## src/rtl/comparador_2b_pkg.sv

```systemverilog
// Shared result encoding for the registered 2-bit magnitude comparator.
// Results are ordered {F1,F2,F3} = {gt,eq,lt}.
package comparador_2b_pkg;

   typedef logic [2:0] cmp_res_t;

   localparam cmp_res_t CMP_GT   = 3'b100;
   localparam cmp_res_t CMP_EQ   = 3'b010;
   localparam cmp_res_t CMP_LT   = 3'b001;
   localparam cmp_res_t CMP_NONE = 3'b000;

   // Inverting the sign bit maps two's-complement order onto unsigned order.
   function automatic logic [1:0] cmp_bias(input logic [1:0] v, input logic is_signed);
      return {v[1] ^ is_signed, v[0]};
   endfunction

endpackage

```

## src/rtl/comparador_2b_cmp_core.sv

```systemverilog
// Purely combinational 2-bit compare producing a one-hot {gt,eq,lt} result.
module comparador_2b_cmp_core
   import comparador_2b_pkg::*;
#(
   parameter bit SIGNED = 1'b0
) (
   input  logic [1:0] x,
   input  logic [1:0] y,
   output cmp_res_t   res
);

   logic [1:0] x_b_s;
   logic [1:0] y_b_s;

   assign x_b_s = cmp_bias(x, SIGNED);
   assign y_b_s = cmp_bias(y, SIGNED);

   // Magnitude compare on the biased operands.
   always_comb begin
      res = CMP_NONE;
      if (x_b_s > y_b_s) begin
         res = CMP_GT;
      end else if (x_b_s == y_b_s) begin
         res = CMP_EQ;
      end else begin
         res = CMP_LT;
      end
   end

endmodule

```

## src/rtl/comparador_2b.sv

```systemverilog
// Registered 2-bit magnitude comparator, X={A,B} vs Y={C,D}, one-cycle latency.
// Flags hold their last value while no qualified sample arrives.
module comparador_2b
   import comparador_2b_pkg::*;
#(
   parameter bit SIGNED = 1'b0
) (
   input  logic clk,
   input  logic rst,
   input  logic in_valid,
   input  logic A,
   input  logic B,
   input  logic C,
   input  logic D,
   output logic out_valid,
   output logic F1,
   output logic F2,
   output logic F3
);

   cmp_res_t core_res_s;
   cmp_res_t res_d;
   cmp_res_t res_q;
   logic     valid_d;
   logic     valid_q;

   comparador_2b_cmp_core #(
      .SIGNED (SIGNED)
   ) u_cmp_core (
      .x   ({A, B}),
      .y   ({C, D}),
      .res (core_res_s)
   );

   // Next-state: reset wins over a qualified sample; otherwise hold.
   always_comb begin
      res_d   = res_q;
      valid_d = 1'b0;
      if (rst) begin
         res_d   = CMP_NONE;
         valid_d = 1'b0;
      end else if (in_valid) begin
         res_d   = core_res_s;
         valid_d = 1'b1;
      end else begin
         res_d   = res_q;
         valid_d = 1'b0;
      end
   end

   // Result and valid registers.
   always_ff @(posedge clk) begin
      res_q   <= res_d;
      valid_q <= valid_d;
   end

   assign out_valid    = valid_q;
   assign {F1, F2, F3} = res_q;

endmodule

```

## config.mk

```make
export PLATFORM = sky130hd
export DESIGN_NAME = comparador_2b
export DESIGN_NICKNAME = d
export VERILOG_FILES = /design/src/rtl/comparador_2b_pkg.sv /design/src/rtl/comparador_2b_cmp_core.sv /design/src/rtl/comparador_2b.sv
export SDC_FILE = /design/constraint.sdc
export NUM_CORES = 1
export LEC_CHECK = 0
export CELL_PAD_IN_SITES_DETAIL_PLACEMENT = 0
export CELL_PAD_IN_SITES_GLOBAL_PLACEMENT = 1
export CORE_AREA = 2 2 39 41
export CTS_BUF_LIST = sky130_fd_sc_hd__clkbuf_4 sky130_fd_sc_hd__clkbuf_8 sky130_fd_sc_hd__clkbuf_16
export DETAILED_ROUTE_END_ITERATION = 8
export DIE_AREA = 0 0 41 43
export PLACE_DENSITY_LB_ADDON = 0.2
export SYNTH_ARGS = -nofsm -noshare
export SYNTH_HDL_FRONTEND = slang
export SYNTH_SLANG_ARGS = --single-unit
```

## constraint.sdc

```tcl
create_clock -name clk -period 1.55 [get_ports clk]
set_input_delay 0.465 -clock clk [delete_from_list [all_inputs] [get_ports clk]]
set_output_delay 0.465 -clock clk [all_outputs]
set_load 0.1 [all_outputs]
```

==> metrics.yaml <==
die-area_mm2: 0.001763
cp.arrival_ns: 1.60
endpoint_kind: "flop"
finalNetCount: 46
max_cap_violations: 0
grt_first_pass_wirelength_um: 676
wl_met3_um: 21
fin_crit_sh_pct: 94.22
yosysUniqueCellTypes: 12
skew_ns: 0
viasPerCell: 3.745
cts_buffers: 3
clkSinkCount: 4
finalSetupViolCount: 0
layout.cells.non_filler: 51
n_antenna_cell: 0
critical-path-slowest-cell: "clkdlybuf4s50_1"
die_x_um: 41
final_cell_mix: "clkdlybuf4s50_1, dfxtp_1, buf_12"
drt_iter0_drc: 4
syn_area_um2: 201.4
grt_setup_unrepaired: "false"
top_layer: "met3"
die_height_um: 43
wl_um: 464
slew_violations: 0
clk_pin_slew_worst_paths_ns: 0.04
syn-num-nets: 29
areaGrowthSynthToFinish_pct: 106.8
worstPathCellList: "clkdlybuf4s50_1 -> inv_1 -> ha_1 -> nand2_1 -> nand2_2 -> o32ai_2"
cts_tree: "built"
ios: 11
synth-seq-area-share_pct: 39.75
worst_hold_slack_ns: 0.5012
synth_warnings: 0
start_util_pct: 14.56
hold_path.class: "flop to flop"
max_slew_margin_pct: 87.40
drive_gt1_share_pct: 40.00
ant_nets: 0
fin_util_pct: 30.11
p_leak_uw: 0.0001851
grt_pass1_vias: 203
stdcell_area_um2: 416.7
grt.overflow.total: 0
synth.avg_cell_area_um2: 10.07
vias: 191
place.gp.congestion: 0.7321
fp.coreArea_mm2: 0.001384
drc: 0
seq_area_um2: 80.08
clk_latency_ns: 0.23
multi_input_area_um2: 126.4
fin_crit_ns: 1.460
fillCellCount: 144
hold_viol_final: 0
place_area_um2: 376.6
synthCells: 20
wl_met1_um: 174
power.density_mw_per_mm2: 897.6
peakVddDrop_uv: 211.0
antenna_found_initial: 0
worstPathMaxFanout: 2
track_usage_pct: 6.112
wl_per_cell_um: 9.098
first_pass_iters: 3
cts_buffer_depth: 2
htreeDepth: 1
clock_tree.root_cell: "clkbuf_4"
dp_cells: 48
rows: 14
crit_type: "input port to flop"
grt_max_degree: 6
worstPathRequired_ns: 1.69
synth-seq-cells: 4
crit_path_max_incr_delay_ns: 0.45
worst_setup_path_start_kind: "input port"
dpl.hpwl_um: 366.8
io_buffers: 10
power_uw: 374.0
tightest_slew_ns: 0.1891
status: "finished, final reports clean"
max_freq_ghz: 0.6847
dr_wl_met2_um: 268
## worst max-delay path, delay by kind of cell
family,cells,cell delay (ns)
AO/OA/AOI/OAI,1,0.19
buffers and inverters,2,0.49
adder cells (fa/ha/maj),1,0.30
AND/OR/NAND/NOR,2,0.16
## registers in the layout, summed over array words and instances (netlist names)
| name | count |
|---|---|
| out_valid | 1 |
| res_q | 3 |
## area by class of cell
| cell class | count | area share [%] |
|---|---|---|
| flip-flops and latches | 4 | 19.22 |
| inverters | 2 | 1.802 |
| well taps | 16 | 4.805 |
| repair buffers | 12 | 38.44 |
| multi-input cells | 14 | 30.33 |
| clock buffers | 3 | 5.405 |
## through the flow
stage	setup TNS (ns)	worst slack, ns
floorplan	0	0.1599
global placement	-0.4623	-0.2425
detailed placement	-0.4682	-0.2435
CTS	0	0.0005642
global route	0	0.05101
finish	0	0.08955
## where the power goes
part,leakage (µW),switching [µW],internal [µW],total (µW)
registers,0.0000329,6.63,110,117
clock network,0.0000138,41.7,86.6,128
logic,0.000138,71.6,57.2,129
total,0.000185,120,254,374
## routing by layer
layer  vias up  track usage (%)
li1         99                -
met1        86            5.751
met2         6            8.750
met3         0                0
met4         0            10.00
met5         -                0
## what timing repair did
action / in CTS / in global routing
gates resized for setup: 0 / 4
setup endpoints to repair: 0 / 2
hold endpoints to repair: 0 / 0
buffers inserted: 0 / 0
hold buffers: 0 / 0
## final timing paths
kind | slack, ns | depth (start not counted) | end | start
max | 0.09 | 6 | res_q[0]$_SDFFE_PP0P_ | B
max reg2reg | 0.90 | 2 | res_q[0]$_SDFFE_PP0P_ | res_q[0]$_SDFFE_PP0P_
min | 0.50 | 2 | res_q[2]$_SDFFE_PP0P_ | res_q[2]$_SDFFE_PP0P_
min reg2reg | 0.50 | 2 | res_q[2]$_SDFFE_PP0P_ | res_q[2]$_SDFFE_PP0P_
## cells by family (layout without fill, tap and decap cells)
logic type	Yosys count	in the layout	share of synthesized area, %
AND/OR/NAND/NOR	8	8	27.33
flip-flops	4	4	39.75
adder cells (fa/ha/maj)	2	2	12.42
AO/OA/AOI/OAI	4	4	16.77
buffers and inverters	2	17	3.728
## cells in the mapped netlist (all sizes together)
cell	instances	area (µm²)
o32ai	1	16.27
a21oi	2	10.01
and2b	1	7.510
dfxtp	4	80.08
inv	2	7.510
nand3	1	5.000
o211ai	1	7.510
nor2b	1	13.76
nand2	2	10.01
nand2b	3	18.77
ha	2	25.02
Power figures use the tool's default switching activity.
